[src/rtl/hazard_unit_mc_pkg.sv]
// Shared constants for the multi-cycle MIPS hazard unit: forwarding select
// encodings and default latency / width parameters.
`timescale 1ns/1ps
package mips_hazard_pkg;
    localparam logic [1:0] FWD_NONE = 2'b00;
    localparam logic [1:0] FWD_W    = 2'b01;
    localparam logic [1:0] FWD_M    = 2'b10;

    localparam int DEF_REG_ADDR_W  = 5;
    localparam int DEF_MULT_LAT    = 4;
    localparam int DEF_DIV_LAT     = 32;
    localparam int DEF_MEM_TIMEOUT = 255;
endpackage

[src/rtl/hazard_unit_mc_if.sv]
// Datapath <-> hazard unit signal bundle. The datapath is the master; the
// hazard unit (slave) returns stall/flush/forward controls.
`timescale 1ns/1ps
interface hazard_unit_mc_if #(parameter int REG_ADDR_W = 5);
    logic [REG_ADDR_W-1:0] RsD, RtD, RsE, RtE, WriteRegE, WriteRegM, WriteRegW;
    logic BranchD, BranchTakenD, HiLoReadD, MultDivD;
    logic MemtoRegE, RegWriteE, MultE, DivE;
    logic MemtoRegM, RegWriteM, MemReqM, MemReadyM;
    logic RegWriteW;
    logic StallF, StallD, StallE, StallM;
    logic FlushD, FlushE, FlushW;
    logic ForwardAD, ForwardBD;
    logic [1:0] ForwardAE, ForwardBE;
    logic MdBusy, MemTimeout;

    // Memory handshake: MemReqM is the request (valid); the access completes
    // in any cycle where MemReadyM is high alongside it. Ready may already be
    // high when the request appears (zero wait); the request is held until then.
    modport master (
        output RsD, RtD, RsE, RtE, WriteRegE, WriteRegM, WriteRegW,
        output BranchD, BranchTakenD, HiLoReadD, MultDivD,
        output MemtoRegE, RegWriteE, MultE, DivE,
        output MemtoRegM, RegWriteM, MemReqM, MemReadyM, RegWriteW,
        input  StallF, StallD, StallE, StallM, FlushD, FlushE, FlushW,
        input  ForwardAD, ForwardBD, ForwardAE, ForwardBE, MdBusy, MemTimeout
    );
    modport slave (
        input  RsD, RtD, RsE, RtE, WriteRegE, WriteRegM, WriteRegW,
        input  BranchD, BranchTakenD, HiLoReadD, MultDivD,
        input  MemtoRegE, RegWriteE, MultE, DivE,
        input  MemtoRegM, RegWriteM, MemReqM, MemReadyM, RegWriteW,
        output StallF, StallD, StallE, StallM, FlushD, FlushE, FlushW,
        output ForwardAD, ForwardBD, ForwardAE, ForwardBE, MdBusy, MemTimeout
    );
endinterface

[src/rtl/hazard_unit_mc_md_busy_counter.sv]
// HI/LO busy countdown: loads a latency when a mult/div issues, then counts
// down to zero; busy while non-zero.
`timescale 1ns/1ps
module md_busy_counter #(
    parameter int MULT_LAT = 4,
    parameter int DIV_LAT  = 32,
    parameter int CNT_W    = $clog2(DIV_LAT + 1)
) (
    input  logic clk,
    input  logic rst_n,
    input  logic en,
    input  logic load_div,
    input  logic load_mult,
    output logic busy
);
    logic [CNT_W-1:0] md_cnt;

    // A load always overrides an in-flight count; divide wins over multiply.
    always_ff @(posedge clk or negedge rst_n) begin
        if (!rst_n) begin
            md_cnt <= '0;
        end else if (en && load_div) begin
            md_cnt <= CNT_W'(DIV_LAT);
        end else if (en && load_mult) begin
            md_cnt <= CNT_W'(MULT_LAT);
        end else if (md_cnt != '0) begin
            md_cnt <= md_cnt - 1'b1;
        end
    end

    assign busy = (md_cnt != '0);
endmodule

[src/rtl/hazard_unit_mc.sv]
// Five-stage MIPS hazard unit with multi-cycle mult/div tracking, variable
// latency memory stalls and a sticky memory-timeout flag.
`timescale 1ns/1ps
module hazard_unit_mc
    import mips_hazard_pkg::*;
#(
    parameter int REG_ADDR_W  = DEF_REG_ADDR_W,
    parameter int MULT_LAT    = DEF_MULT_LAT,
    parameter int DIV_LAT     = DEF_DIV_LAT,
    parameter int CNT_W       = $clog2(DIV_LAT + 1),
    parameter int MEM_TIMEOUT = DEF_MEM_TIMEOUT
) (
    input  logic            clk,
    input  logic            rst_n,
    hazard_unit_mc_if.slave hz
);
    localparam logic [REG_ADDR_W-1:0] ZERO_REG = '0;
    localparam int                    MW_W     = $clog2(MEM_TIMEOUT + 1);
    localparam logic [MW_W-1:0]       MW_MAX   = MW_W'(MEM_TIMEOUT);

    function automatic logic [1:0] fwd_sel(input logic [REG_ADDR_W-1:0] src,
                                           input logic [REG_ADDR_W-1:0] dst_m,
                                           input logic                  we_m,
                                           input logic [REG_ADDR_W-1:0] dst_w,
                                           input logic                  we_w);
        if (src != ZERO_REG && src == dst_m && we_m)      return FWD_M;
        else if (src != ZERO_REG && src == dst_w && we_w) return FWD_W;
        else                                              return FWD_NONE;
    endfunction

    logic mem_stall, lw_stall, branch_stall, md_stall, d_stall;
    logic stall_f, stall_d, stall_e, stall_m;
    logic flush_d, flush_e, flush_w;
    logic md_busy, mem_timeout;
    logic [MW_W-1:0] mem_wait_cnt;

    assign hz.ForwardAE = fwd_sel(hz.RsE, hz.WriteRegM, hz.RegWriteM, hz.WriteRegW, hz.RegWriteW);
    assign hz.ForwardBE = fwd_sel(hz.RtE, hz.WriteRegM, hz.RegWriteM, hz.WriteRegW, hz.RegWriteW);
    assign hz.ForwardAD = (hz.RsD != ZERO_REG) && (hz.RsD == hz.WriteRegM) && hz.RegWriteM;
    assign hz.ForwardBD = (hz.RtD != ZERO_REG) && (hz.RtD == hz.WriteRegM) && hz.RegWriteM;

    assign mem_stall    = hz.MemReqM && !hz.MemReadyM;
    assign lw_stall     = hz.MemtoRegE && ((hz.RsD == hz.RtE) || (hz.RtD == hz.RtE));
    assign branch_stall = hz.BranchD &&
        ((hz.RegWriteE && hz.WriteRegE != ZERO_REG &&
          (hz.WriteRegE == hz.RsD || hz.WriteRegE == hz.RtD)) ||
         (hz.MemtoRegM && hz.WriteRegM != ZERO_REG &&
          (hz.WriteRegM == hz.RsD || hz.WriteRegM == hz.RtD)));
    assign md_stall     = (hz.HiLoReadD || hz.MultDivD) && md_busy;
    assign d_stall      = lw_stall || branch_stall || md_stall;

    // A memory stall freezes the whole pipe and bubbles W; decode stalls only
    // hold F/D and bubble E. Everything is held low during reset.
    always_comb begin
        stall_f = 1'b0;
        stall_d = 1'b0;
        stall_e = 1'b0;
        stall_m = 1'b0;
        flush_d = 1'b0;
        flush_e = 1'b0;
        flush_w = 1'b0;
        if (rst_n) begin
            if (mem_stall) begin
                stall_f = 1'b1;
                stall_d = 1'b1;
                stall_e = 1'b1;
                stall_m = 1'b1;
                flush_w = 1'b1;
            end else if (d_stall) begin
                stall_f = 1'b1;
                stall_d = 1'b1;
                flush_e = 1'b1;
            end
            flush_d = hz.BranchTakenD && !stall_d && !mem_stall;
        end
    end

    always_ff @(posedge clk or negedge rst_n) begin
        if (!rst_n) begin
            mem_wait_cnt <= '0;
            mem_timeout  <= 1'b0;
        end else begin
            if (mem_stall && mem_wait_cnt == MW_MAX) mem_timeout <= 1'b1;
            if (!mem_stall)                   mem_wait_cnt <= '0;
            else if (mem_wait_cnt != MW_MAX)  mem_wait_cnt <= mem_wait_cnt + 1'b1;
        end
    end

    md_busy_counter #(
        .MULT_LAT (MULT_LAT),
        .DIV_LAT  (DIV_LAT),
        .CNT_W    (CNT_W)
    ) u_md_cnt (
        .clk       (clk),
        .rst_n     (rst_n),
        .en        (!stall_e),
        .load_div  (hz.DivE),
        .load_mult (hz.MultE),
        .busy      (md_busy)
    );

    assign hz.StallF     = stall_f;
    assign hz.StallD     = stall_d;
    assign hz.StallE     = stall_e;
    assign hz.StallM     = stall_m;
    assign hz.FlushD     = flush_d;
    assign hz.FlushE     = flush_e;
    assign hz.FlushW     = flush_w;
    assign hz.MdBusy     = md_busy;
    assign hz.MemTimeout = mem_timeout;
endmodule

[src/flat_wrapper.sv]
// flat-port wrapper written by rule: the top's interface ports become plain ports
module hazard_unit_mc_flat import mips_hazard_pkg::*;
#(
    parameter int REG_ADDR_W  = DEF_REG_ADDR_W,
    parameter int MULT_LAT    = DEF_MULT_LAT,
    parameter int DIV_LAT     = DEF_DIV_LAT,
    parameter int CNT_W       = $clog2(DIV_LAT + 1),
    parameter int MEM_TIMEOUT = DEF_MEM_TIMEOUT
)
  (clk, rst_n, hz_RsD, hz_RtD, hz_RsE, hz_RtE, hz_WriteRegE, hz_WriteRegM, hz_WriteRegW, hz_BranchD, hz_BranchTakenD, hz_HiLoReadD, hz_MultDivD, hz_MemtoRegE, hz_RegWriteE, hz_MultE, hz_DivE, hz_MemtoRegM, hz_RegWriteM, hz_MemReqM, hz_MemReadyM, hz_RegWriteW, hz_StallF, hz_StallD, hz_StallE, hz_StallM, hz_FlushD, hz_FlushE, hz_FlushW, hz_ForwardAD, hz_ForwardBD, hz_ForwardAE, hz_ForwardBE, hz_MdBusy, hz_MemTimeout);
  hazard_unit_mc_if #(.REG_ADDR_W(REG_ADDR_W)) hz_i ();
  input  logic clk;
  input  logic rst_n;
  input wire logic [$bits(hz_i.RsD)-1:0] hz_RsD;
  input wire logic [$bits(hz_i.RtD)-1:0] hz_RtD;
  input wire logic [$bits(hz_i.RsE)-1:0] hz_RsE;
  input wire logic [$bits(hz_i.RtE)-1:0] hz_RtE;
  input wire logic [$bits(hz_i.WriteRegE)-1:0] hz_WriteRegE;
  input wire logic [$bits(hz_i.WriteRegM)-1:0] hz_WriteRegM;
  input wire logic [$bits(hz_i.WriteRegW)-1:0] hz_WriteRegW;
  input wire logic [$bits(hz_i.BranchD)-1:0] hz_BranchD;
  input wire logic [$bits(hz_i.BranchTakenD)-1:0] hz_BranchTakenD;
  input wire logic [$bits(hz_i.HiLoReadD)-1:0] hz_HiLoReadD;
  input wire logic [$bits(hz_i.MultDivD)-1:0] hz_MultDivD;
  input wire logic [$bits(hz_i.MemtoRegE)-1:0] hz_MemtoRegE;
  input wire logic [$bits(hz_i.RegWriteE)-1:0] hz_RegWriteE;
  input wire logic [$bits(hz_i.MultE)-1:0] hz_MultE;
  input wire logic [$bits(hz_i.DivE)-1:0] hz_DivE;
  input wire logic [$bits(hz_i.MemtoRegM)-1:0] hz_MemtoRegM;
  input wire logic [$bits(hz_i.RegWriteM)-1:0] hz_RegWriteM;
  input wire logic [$bits(hz_i.MemReqM)-1:0] hz_MemReqM;
  input wire logic [$bits(hz_i.MemReadyM)-1:0] hz_MemReadyM;
  input wire logic [$bits(hz_i.RegWriteW)-1:0] hz_RegWriteW;
  output wire logic [$bits(hz_i.StallF)-1:0] hz_StallF;
  output wire logic [$bits(hz_i.StallD)-1:0] hz_StallD;
  output wire logic [$bits(hz_i.StallE)-1:0] hz_StallE;
  output wire logic [$bits(hz_i.StallM)-1:0] hz_StallM;
  output wire logic [$bits(hz_i.FlushD)-1:0] hz_FlushD;
  output wire logic [$bits(hz_i.FlushE)-1:0] hz_FlushE;
  output wire logic [$bits(hz_i.FlushW)-1:0] hz_FlushW;
  output wire logic [$bits(hz_i.ForwardAD)-1:0] hz_ForwardAD;
  output wire logic [$bits(hz_i.ForwardBD)-1:0] hz_ForwardBD;
  output wire logic [$bits(hz_i.ForwardAE)-1:0] hz_ForwardAE;
  output wire logic [$bits(hz_i.ForwardBE)-1:0] hz_ForwardBE;
  output wire logic [$bits(hz_i.MdBusy)-1:0] hz_MdBusy;
  output wire logic [$bits(hz_i.MemTimeout)-1:0] hz_MemTimeout;
  assign hz_i.RsD = hz_RsD;
  assign hz_i.RtD = hz_RtD;
  assign hz_i.RsE = hz_RsE;
  assign hz_i.RtE = hz_RtE;
  assign hz_i.WriteRegE = hz_WriteRegE;
  assign hz_i.WriteRegM = hz_WriteRegM;
  assign hz_i.WriteRegW = hz_WriteRegW;
  assign hz_i.BranchD = hz_BranchD;
  assign hz_i.BranchTakenD = hz_BranchTakenD;
  assign hz_i.HiLoReadD = hz_HiLoReadD;
  assign hz_i.MultDivD = hz_MultDivD;
  assign hz_i.MemtoRegE = hz_MemtoRegE;
  assign hz_i.RegWriteE = hz_RegWriteE;
  assign hz_i.MultE = hz_MultE;
  assign hz_i.DivE = hz_DivE;
  assign hz_i.MemtoRegM = hz_MemtoRegM;
  assign hz_i.RegWriteM = hz_RegWriteM;
  assign hz_i.MemReqM = hz_MemReqM;
  assign hz_i.MemReadyM = hz_MemReadyM;
  assign hz_i.RegWriteW = hz_RegWriteW;
  assign hz_StallF = hz_i.StallF;
  assign hz_StallD = hz_i.StallD;
  assign hz_StallE = hz_i.StallE;
  assign hz_StallM = hz_i.StallM;
  assign hz_FlushD = hz_i.FlushD;
  assign hz_FlushE = hz_i.FlushE;
  assign hz_FlushW = hz_i.FlushW;
  assign hz_ForwardAD = hz_i.ForwardAD;
  assign hz_ForwardBD = hz_i.ForwardBD;
  assign hz_ForwardAE = hz_i.ForwardAE;
  assign hz_ForwardBE = hz_i.ForwardBE;
  assign hz_MdBusy = hz_i.MdBusy;
  assign hz_MemTimeout = hz_i.MemTimeout;
  hazard_unit_mc #(.REG_ADDR_W(REG_ADDR_W), .MULT_LAT(MULT_LAT), .DIV_LAT(DIV_LAT), .CNT_W(CNT_W), .MEM_TIMEOUT(MEM_TIMEOUT)) u_core (.clk(clk), .rst_n(rst_n), .hz(hz_i));
endmodule
[config.mk]
export PLATFORM = sky130hd
export DESIGN_NAME = hazard_unit_mc_flat
export DESIGN_NICKNAME = d
export VERILOG_FILES = /design/src/rtl/hazard_unit_mc_pkg.sv /design/src/rtl/hazard_unit_mc_if.sv /design/src/rtl/hazard_unit_mc_md_busy_counter.sv /design/src/rtl/hazard_unit_mc.sv /design/src/flat_wrapper.sv
export SDC_FILE = /design/constraint.sdc
export NUM_CORES = 1
export LEC_CHECK = 0
export CAP_MARGIN = 0
export CORE_AREA = 4 4 63 65
export CTS_CLUSTER_DIAMETER = 150
export DETAILED_ROUTE_END_ITERATION = 6
export DIE_AREA = 0 0 67 69
export GPL_TIMING_DRIVEN = 0
export PLACE_DENSITY = 0.88
export SYNTH_ARGS = -nofsm -noshare
export SYNTH_HDL_FRONTEND = slang
export SYNTH_SLANG_ARGS = --single-unit
[constraint.sdc]
create_clock -name clk -period 7 [get_ports clk]
set_input_delay 1.75 -clock clk [delete_from_list [all_inputs] [get_ports clk]]
set_output_delay 1.75 -clock clk [all_outputs]
set_load 0.01 [all_outputs]
==> run metrics, run 1 <==
status complete, no violations; clock buffer depth 2; pre-CTS worst setup slack between 1 and 1.5 ns; Antenna Cells 0; Final WS setup 1.20 ns; Initial Util 0.455; Post-DRT Antenna Nets 0; Die W ~67 um; root buf cell clkbuf_4; share of cells above drive strength 1 0.0413; Slew @ Worst Pin 0.772 ns; # port buffers 54; I/O pins 65; Die Area around 0.0046 mm^2; top cells by count, synth xnor2_1, xor2_1, nor2_1, dfrtp_1; largest family of logic cells by synthesized area XOR/XNOR gates; Synth cell types 35; number of hold buffers added after CTS 0; vias in the first global route 1,579; DP HPWL 3.36 mm; Clock Pin Slew Worst Setup and Hold Paths 0.09 ns; Crit path top cell by count clkdlybuf4s50_1; Synth Area in Compound Gates 0.0824; clock power share 0.155; RSZ-0062 raised after global routing false; Final Slew Violations 0; sequential share of the synthesized area 0.247; first-pass GRT wire length 6.62 mm; Power Total 0.318 mW; Area growth syn-to-layout 41.1%; switching power total 0.111 mW; Slowest cell on crit path or4_1; FP Rows 21; Global Route Usage Sum 0.177; Adder-Cell Fraction of Synth Area 0.0165; pin count of the biggest net entering global routing 20; Comb power frac 0.499; cell count after synthesis 184; area of the multi-input gates around 0.0011 mm^2; total congestion overflow 0; Final GP Congestion 0.887; Post-synth ARST share 1.00; Fin Clk Skew between 0.002 and 0.003 ns; Avg WL per Cell 13.6 um; Max-slew headroom 0.484; Worst-Skew Late Latency 0.28 ns; initial drt markers 107; worst hold slack around 0.49 ns; Reg area between 300 and 400 um^2; max_cap viols 0; Residual DRC 0; CP cell instances clkdlybuf4s50_1 > or4_1 > o211ai_1 > a21oi_1 > o41a_1 > buf_4 > clkdlybuf4s50_1; Worst Hold Class flip-flop to flip-flop; CTS tree done; XOR/XNOR Fraction of Synth Area 0.335; maximum VDD drop just over 70 uV; Sum Neg Setup Slack 0 ns; initial antenna violation count 0; ys flop type dfrtp_1; design area roughly 0.0021 mm^2; Mapped Nets 236; Crit path arrival time between 4 and 5 ns; multiplexer area fraction after synthesis 0.0132; fin crit period 5.80 ns; CP max stage delay 0.54 ns; synthesized cell area 0.00152 mm^2; Startpoint Class input pin; post_cts resized 0; DP Area 0.00212 mm^2; count leader, synth xnor2_1; Warnings, synthesis 0; CP Capture Type output pin; CTS HTree Levels 1; worst-path fanout max 3; power per cell area 148 mW/mm^2; # fillers 286; Pre-antenna DRT Iters 4; Core Area roughly 0.0033 mm^2; # Post-CTS Setup Buffers 0; EDFF count, synth 0; Worst EP required 5.25 ns; #FFs+latches synth 15; syn avg cell area 8.25 um^2; Final Hold Fails 0; CTS sink count 15; Final nets 295; Setup-failing EPs final 0; Routed WL roughly 3.9 mm; Switching Share 0.348; Achievable Freq 0.173 GHz; cells taking the most area after synthesis dfrtp_1, xnor2_1, xor2_1; Yosys top cell area share 0.247; Die Y ~70 um; vias after detailed routing 1,489; post-DR vias/cell 5.17; Seq pwr share 0.347; Leak roughly 0.8 nW; leading area contributor after synthesis dfrtp_1; Synth Area in Simple Gates 0.251; kind of critical path input pin to output pin; Inserted Clock Buffers 3; Final Cycle Share 0.828; internal power 0.207 mW
registers in the layout, summed over array words and instances, names as in the netlist:
signal                  count
u_core.hz.MemTimeout        1
u_core.mem_wait_cnt         8
u_core.u_md_cnt.md_cnt      6
worst paths after layout:
check	from	end	slack (ns)	depth (start not counted)
min in group asynchronous	rst_n	u_core.u_md_cnt.md_cnt[1]	1.92	1
worst min-delay path	u_core.hz.MemTimeout	u_core.hz.MemTimeout	0.49	1
max in group asynchronous	rst_n	u_core.mem_wait_cnt[2]	4.60	1
worst max-delay path	hz_WriteRegE[0]	hz_StallF	1.20	7
worst max register to register	u_core.mem_wait_cnt[0]	u_core.mem_wait_cnt[5]	5.23	7
worst min register to register	u_core.hz.MemTimeout	u_core.hz.MemTimeout	0.49	1
area by class of cell:
type,instances,share of cell area
clock buffer,4,0.0123
tap,46,0.0269
inverter,4,0.00701
sequential,15,0.175
multi-input combinational,150,0.494
buffer,15,0.0321
timing repair buffer,54,0.252
through the flow:
stage          utilization  cells
3_5_place_dp         0.634    284
5_1_grt              0.642    288
6_report             0.642    288
3_3_place_gp         0.634    284
2_1_floorplan            -    184
4_1_cts              0.642    288
per-layer routing:
metal  GRT usage  vias to the layer above  routed length, um
li1            -                      750                  -
met1       0.203                      679               1690
met2       0.310                       52               1900
met3      0.0341                        8                243
met4      0.0721                        0                 80
met5           0                        -                  0
layout by cell type (no fill, tap or decap), drive strengths merged:
| cell type | Yosys | routed |
|---|---|---|
| a211oi | 1 | 1 |
| a21oi | 4 | 4 |
| a311oi | 1 | 1 |
| a31o | 1 | 1 |
| and2 | 1 | 1 |
| and3 | 3 | 3 |
| buf | 4 | 4 |
| clkbuf | 11 | 15 |
| clkdlybuf4s50 | 0 | 54 |
| dfrtp | 15 | 15 |
| ha | 2 | 2 |
| inv | 4 | 4 |
| mux2i | 2 | 2 |
| nand2 | 10 | 10 |
| nand2b | 1 | 1 |
| nand3 | 7 | 7 |
| nand3b | 1 | 1 |
| nand4 | 7 | 7 |
| nor2 | 17 | 17 |
| nor2b | 2 | 2 |
| nor3 | 6 | 6 |
| nor3b | 1 | 1 |
| nor4 | 7 | 7 |
| o211ai | 2 | 2 |
| o21ai | 4 | 4 |
| o21bai | 1 | 1 |
| o22ai | 1 | 1 |
| o2bb2ai | 1 | 1 |
| o311a | 1 | 1 |
| o41a | 1 | 1 |
| or3 | 1 | 1 |
| or4 | 6 | 6 |
| xnor2 | 33 | 33 |
| xor2 | 25 | 25 |
power by group through the flow:
stage / sequential, mW / clock (mW) / combinational [mW]
after floorplan: 0.110 / 0 / 0.0998
after CTS: 0.110 / 0.0503 / 0.160
final: 0.110 / 0.0492 / 0.159
after global routing: 0.112 / 0.0563 / 0.175
after detailed placement: 0.112 / 0 / 0.159
after global placement: 0.111 / 0 / 0.155
cell families after synthesis:
kind of cell               after synthesis
AOI/OAI and AO/OA                       18
xor gates and xnor gates                58
adders and majority gates                2
and+or+nand+nor                         70
buffers and inverters                   19
DFF                                     15
muxes                                    2
worst max-delay path: cells and delay by family:
family	cells	cell delay, ns
buf+inv	3	1.10
compound gates	3	0.67
simple gates	1	0.54
Power figures use the tool's default switching activity.
==> inputs of run 2 (changes only) <==
--- a/config.mk
+++ b/config.mk
@@ -6,12 +6,12 @@
 export NUM_CORES = 1
 export LEC_CHECK = 0
 export CAP_MARGIN = 0
-export CORE_AREA = 4 4 63 65
+export CORE_AREA = 4 4 68 70
 export CTS_CLUSTER_DIAMETER = 150
 export DETAILED_ROUTE_END_ITERATION = 6
-export DIE_AREA = 0 0 67 69
+export DIE_AREA = 0 0 72 74
 export GPL_TIMING_DRIVEN = 0
-export PLACE_DENSITY = 0.88
+export PLACE_DENSITY = 0.8
 export SYNTH_ARGS = -nofsm -noshare
 export SYNTH_HDL_FRONTEND = slang
 export SYNTH_SLANG_ARGS = --single-unit
==> constraint.sdc (replaced) <==
create_clock -name clk -period 4.8 [get_ports clk]
set_input_delay 1.2 -clock clk [delete_from_list [all_inputs] [get_ports clk]]
set_output_delay 1.2 -clock clk [all_outputs]
set_load 0.01 [all_outputs]
==> run 2 against run 1 <==
Net effect:
- first-iteration DRC count decreased by 30%
- global-route usage decreased by 3.4 points
- critical path depth unchanged
- total power increased by 56%
- sequential power increased by 46%
- clock power increased by 110%
- clock skew decreased by 0.00085 ns
- combinational power increased by 45%
- critical endpoint unchanged
- largest cell class unchanged
- highest routed layer unchanged
==> run metrics, run 2 (same netlist as run 1, synthesis figures left out) <==
most common cell after layout, fill and taps aside clkdlybuf4s50_1; Top reg by flops u_core.mem_wait_cnt; Antenna Cells 0 (unchanged); pre-CTS worst setup slack 0.145 ns (-1.05 ns); Inserted Clock Buffers 3 (unchanged); Worst-Skew Late Latency 0.25 ns (-0.03 ns); Setup-failing EPs final 0 (unchanged); Max-slew headroom 0.476 (-0.00738); fin crit period 4.63 ns; Clock Pin Slew Worst Setup and Hold Paths 0.06 ns (-0.03 ns); Avg WL per Cell 13.2 um (-2.8%); Fin Clk Skew 0.00179 ns (-0.000846 ns); post_cts resized 0 (unchanged); Routed WL 3.86 mm (-1.4%); Largest register FFs 8 (unchanged); first-pass GRT wire length 6.24 mm (-5.8%); clock buffer depth 2 (unchanged); number of hold buffers added after CTS 0 (unchanged); # port buffers 54 (unchanged); Leak 0.826 nW (+0.95%); post-DR vias/cell 5.10 (-1.4%); fin util 0.545 (-0.0966); root buf cell clkbuf_8; Startpoint Class input pin; vias in the first global route 1,485 (-6.0%); Final Hold Fails 0 (unchanged); Final Cycle Share 0.964; Area growth syn-to-layout 42.7%; origin of the critical flop-to-flop path u_core.mem_wait_cnt[0]; Residual DRC 0 (unchanged); pin count of the biggest net entering global routing 20 (unchanged); Worst Hold Path EP u_core.hz.MemTimeout; vias after detailed routing 1,489 (unchanged); worst-path fanout max 3 (unchanged); RSZ-0062 raised after global routing false; max_cap viols 0 (unchanged); CTS sink count 15 (unchanged); Die Area 0.00533 mm^2 (+15%); Achievable Freq between 0.2 and 0.25 GHz; FF-to-FF End u_core.mem_wait_cnt[5]; Final WS setup 0.175 ns (-1.03 ns); CTS HTree Levels 1 (unchanged); status complete, no violations; FP Rows 23 (+9.5%); share of cells above drive strength 1 0.0413 (unchanged); Sum Neg Setup Slack 0 ns (unchanged); total congestion overflow 0 (unchanged); maximum VDD drop 98.6 uV (+38%); Final GP Congestion 0.847 (-4.5%); Worst EP required 3.60 ns (-1.65 ns); DP HPWL 3.22 mm (-4.1%); CTS tree done; power per cell area 228 mW/mm^2 (+54%); kind of critical path input pin to output pin; Initial Util 0.382 (-0.0727); min-delay src u_core.hz.MemTimeout; Worst Hold Class flip-flop to flip-flop; Global Route Usage Sum 0.143 (-0.0342); initial antenna violation count 0 (unchanged); Die Y 74 um (+7.2%); Die W 72 um (+7.5%); Slew @ Worst Pin 0.783 ns (+0.0110 ns); I/O pins 65 (unchanged); Final nets 295 (unchanged); Pre-antenna DRT Iters 4 (unchanged); most frequent cells in the layout clkdlybuf4s50_1, xnor2_1, xor2_1; CP Capture Type output pin; initial drt markers 75 (-30%); Worst R2R Setup Slack 3.07 ns (-2.16 ns); Crit path arrival time 3.43 ns (-0.62 ns); # Post-CTS Setup Buffers 0 (unchanged); Core Area 0.00397 mm^2 (+19%); cells on worst reg2reg path 7 (unchanged); WHS Path Cells 1 (unchanged); Post-DRT Antenna Nets 0 (unchanged); Final Slew Violations 0 (unchanged)
-- run 2: changes by cell type in the layout (fill, tap and decap cells not counted) --
cell      delta
clkbuf_4     -3
clkbuf_8     +3
-- run 2: final cells by class --
| cell class | count | area (um^2) |
|---|---|---|
| timing repair buffer | 54 | 541 |
| tap | 50 | 62.6 |
| sequential | 15 | 375 |
| inverter | 4 | 15.0 |
| buffer | 15 | 68.8 |
| multi-input combinational | 150 | 1060 |
| clock buffer | 4 | 45.0 |
| fill | 370 | 1810 |
-- run 2: metrics by stage --
stage	power (mW)	hold WS [ns]	instance area, um^2	cells
global placement	0.388	0.462	2120	288
CTS	0.499	0.487	2170	292
global route	0.525	0.501	2170	292
detailed placement	0.395	0.471	2120	288
floorplan	0.305	0.497	1520	184
finish	0.495	0.483	2170	292
-- run 2: how the worst max path moves through the flow --
stage,start,to,slack [ns],cells past startpoint
after floorplan,hz_WriteRegM[3],hz_StallF,0.91,6
after global placement,hz_WriteRegE[0],hz_StallF,0.17,7
after detailed placement,hz_WriteRegE[0],hz_StallF,0.15,7
after CTS,hz_WriteRegE[0],hz_StallF,0.15,7
after global routing,hz_WriteRegE[0],hz_StallF,0.06,7
final,hz_WriteRegE[0],hz_StallF,0.17,7
-- run 2: power breakdown --
group,internal (mW),switching (mW)
Combinational,0.126,0.104
Sequential,0.144,0.0175
Clock,0.0588,0.0439
-- run 2: metal layers --
layer / vias up / GRT usage / part of all wire
met4: 0 / 0.0522 / 0.017
met3: 7 / 0.0162 / 0.059
met5: - / 0 / 0
met1: 684 / 0.170 / 0.45
met2: 48 / 0.264 / 0.48
li1: 750 / - / -
-- run 2: worst max-delay path, stage by stage --
cell	delay, ns
clkdlybuf4s50_1	0.47
or4_1	0.53
o211ai_1	0.19
a21oi_1	0.10
o41a_1	0.34
buf_4	0.14
clkdlybuf4s50_1	0.46
==> inputs of run 3 (changes only) <==
--- a/config.mk
+++ b/config.mk
@@ -5,13 +5,13 @@
 export SDC_FILE = /design/constraint.sdc
 export NUM_CORES = 1
 export LEC_CHECK = 0
-export CAP_MARGIN = 0
-export CORE_AREA = 4 4 68 70
+export CORE_AREA = 4 4 58 60
 export CTS_CLUSTER_DIAMETER = 150
 export DETAILED_ROUTE_END_ITERATION = 6
-export DIE_AREA = 0 0 72 74
+export DIE_AREA = 0 0 62 64
+export DONT_BUFFER_PORTS = 1
 export GPL_TIMING_DRIVEN = 0
-export PLACE_DENSITY = 0.8
+export PLACE_DENSITY = 0.76
 export SYNTH_ARGS = -nofsm -noshare
 export SYNTH_HDL_FRONTEND = slang
 export SYNTH_SLANG_ARGS = --single-unit
==> run 3 against run 2 <==
Net effect:
- flip-flop and latch count did not move
- register-to-register slack got worse by 0.04 ns
- clock skew barely moved
- combinational power fell by 28%
- first-iteration DRC count fell by 4.0%
- via count fell by 12%
- highest routed layer unchanged
- global-route usage rose by 5.9 points
- die area fell by 26%
==> run metrics, run 3 (same netlist as run 1, synthesis figures left out) <==
# fillers 259 (-30%); root buf cell clkbuf_4; Worst R2R Setup Slack 3.03 ns (-0.04 ns); post_cts resized 0 (unchanged); Post-DRT Antenna Nets 0 (unchanged); Initial Util 0.518 (+0.136); CTS sink count 15 (unchanged); Worst Hold Class flip-flop to flip-flop; Final Cycle Share 0.849 (-0.115); Final GP Congestion 0.761 (-10%); worst-path fanout max 5 (+2); Inserted Clock Buffers 3 (unchanged); pin count of the biggest net entering global routing 20 (unchanged); most common cell after layout, fill and taps aside xnor2_1; first-pass GRT wire length 6.28 mm (+0.67%); Setup-failing EPs final 0 (unchanged); origin of the critical flop-to-flop path u_core.mem_wait_cnt[0]; Die Y 64 um (-14%); Worst-Skew Late Latency 0.28 ns (+0.03 ns); # port buffers 0 (-100%); FF-to-FF End u_core.mem_wait_cnt[5]; Final nets 241 (-18%); kind of critical path input pin to output pin; Power Total 0.401 mW (-19%); Final Slew Violations 0 (unchanged); Avg WL per Cell 16.7 um (+27%); Achievable Freq 0.245 GHz (+14%); Die Area 0.00397 mm^2 (-26%); Leak 0.612 nW (-26%); I/O pins 65 (unchanged); Area growth syn-to-layout 4.45%; max_cap viols 0 (unchanged); total congestion overflow 0 (unchanged); Fin Clk Skew 0.00164 ns (-0.000141 ns); status complete, no violations; area of the multi-input gates 0.00106 mm^2 (unchanged); # Post-CTS Setup Buffers 0 (unchanged); Global Route Usage Sum 0.202 (+0.0594); Crit path arrival time 2.87 ns (-0.56 ns); vias in the first global route 1,401 (-5.7%); Slew @ Worst Pin 0.766 ns (-0.0172 ns); WHS Path Cells 2 (+1); cells on worst reg2reg path 7 (unchanged); number of hold buffers added after CTS 0 (unchanged); CP Capture Type output pin; post-DR vias/cell 5.96 (+17%); most frequent cells in the layout xnor2_1, xor2_1, nor2_1; Max-slew headroom 0.485 (+0.00842); CTS tree done; Top reg by flops u_core.mem_wait_cnt; maximum VDD drop 201 uV (+100%); FP Rows 20 (-13%); Worst EP required 3.60 ns (about the same); Clock Pin Slew Worst Setup and Hold Paths 0.09 ns (+0.03 ns); Largest register FFs 8 (unchanged); DP HPWL 3.07 mm (-4.6%); initial antenna violation count 0 (unchanged); share of cells above drive strength 1 0.0532 (+0.0119); clock buffer depth 2 (unchanged); Reg area 375 um^2 (unchanged); Startpoint Class input pin; min-delay src u_core.mem_wait_cnt[5]; initial drt markers 72 (-4.0%); Antenna Cells 0 (unchanged); Worst Hold Path EP u_core.mem_wait_cnt[5]; vias after detailed routing 1,317 (-12%); CTS HTree Levels 1 (unchanged); Core Area 0.00293 mm^2 (-26%); Sum Neg Setup Slack 0 ns (unchanged); Die W 62 um (-14%); Routed WL 3.70 mm (-4.2%); RSZ-0062 raised after global routing false; Pre-antenna DRT Iters 4 (unchanged); power per cell area 253 mW/mm^2 (+11%); worst hold slack 0.564 ns (+0.0809 ns); Residual DRC 0 (unchanged); Final Hold Fails 0 (unchanged); fin crit period 4.07 ns (-0.551 ns)
==> run 3: cell types whose count changed in the layout (fill, tap and decap cells not counted) <==
cell / before / now
clkbuf_8: 3 / 0
clkdlybuf4s50_1: 54 / 0
clkbuf_4: 0 / 3
==> run 3: worst max path at each step <==
stage | endpoint | slack [ns] | from
6_report | hz_StallF | 0.73 | hz_WriteRegM[3]
5_1_grt | hz_StallF | 0.65 | hz_WriteRegM[3]
4_1_cts | hz_StallF | 0.74 | hz_WriteRegM[3]
3_5_place_dp | hz_StallF | 0.73 | hz_WriteRegM[3]
3_3_place_gp | hz_StallF | 0.77 | hz_WriteRegM[3]
2_1_floorplan | hz_StallF | 0.91 | hz_WriteRegM[3]
==> run 3: final cells by class <==
| class | instances | share of cell area |
|---|---|---|
| buffer | 15 | 0.0434 |
| clock buffer | 4 | 0.0166 |
| inverter | 4 | 0.00947 |
| multi-input combinational | 150 | 0.668 |
| sequential | 15 | 0.237 |
| tap | 33 | 0.0260 |
==> run 3: worst max-delay path, cell delays in order <==
cell	delay, ns
clkbuf_1	0.18
or4_1	0.57
o211ai_1	0.18
a21oi_1	0.11
o41a_1	0.46
buf_4	0.17
==> run 3: per-stage QoR <==
stage / utilization / setup slack, ns / std cells / instance area (um^2)
after floorplan: - / 0.907 / 184 / 1520
after global placement: 0.532 / 0.770 / 217 / 1560
after detailed placement: 0.532 / 0.734 / 217 / 1560
after CTS: 0.541 / 0.739 / 221 / 1590
after global routing: 0.541 / 0.645 / 221 / 1590
final: 0.541 / 0.726 / 221 / 1590
==> run 3: metal layers <==
layer	GRT usage	share of wire	up-vias
met3	0.0404	0.074	7
met4	0.0663	0.013	0
met2	0.345	0.51	56
met1	0.244	0.40	615
met5	0	0	-
li1	-	-	639
==> run 3: power breakdown <==
| part | internal [mW] | switching, mW |
|---|---|---|
| Clock | 0.0323 | 0.0401 |
| Sequential | 0.143 | 0.0183 |
| Combinational | 0.0845 | 0.0825 |
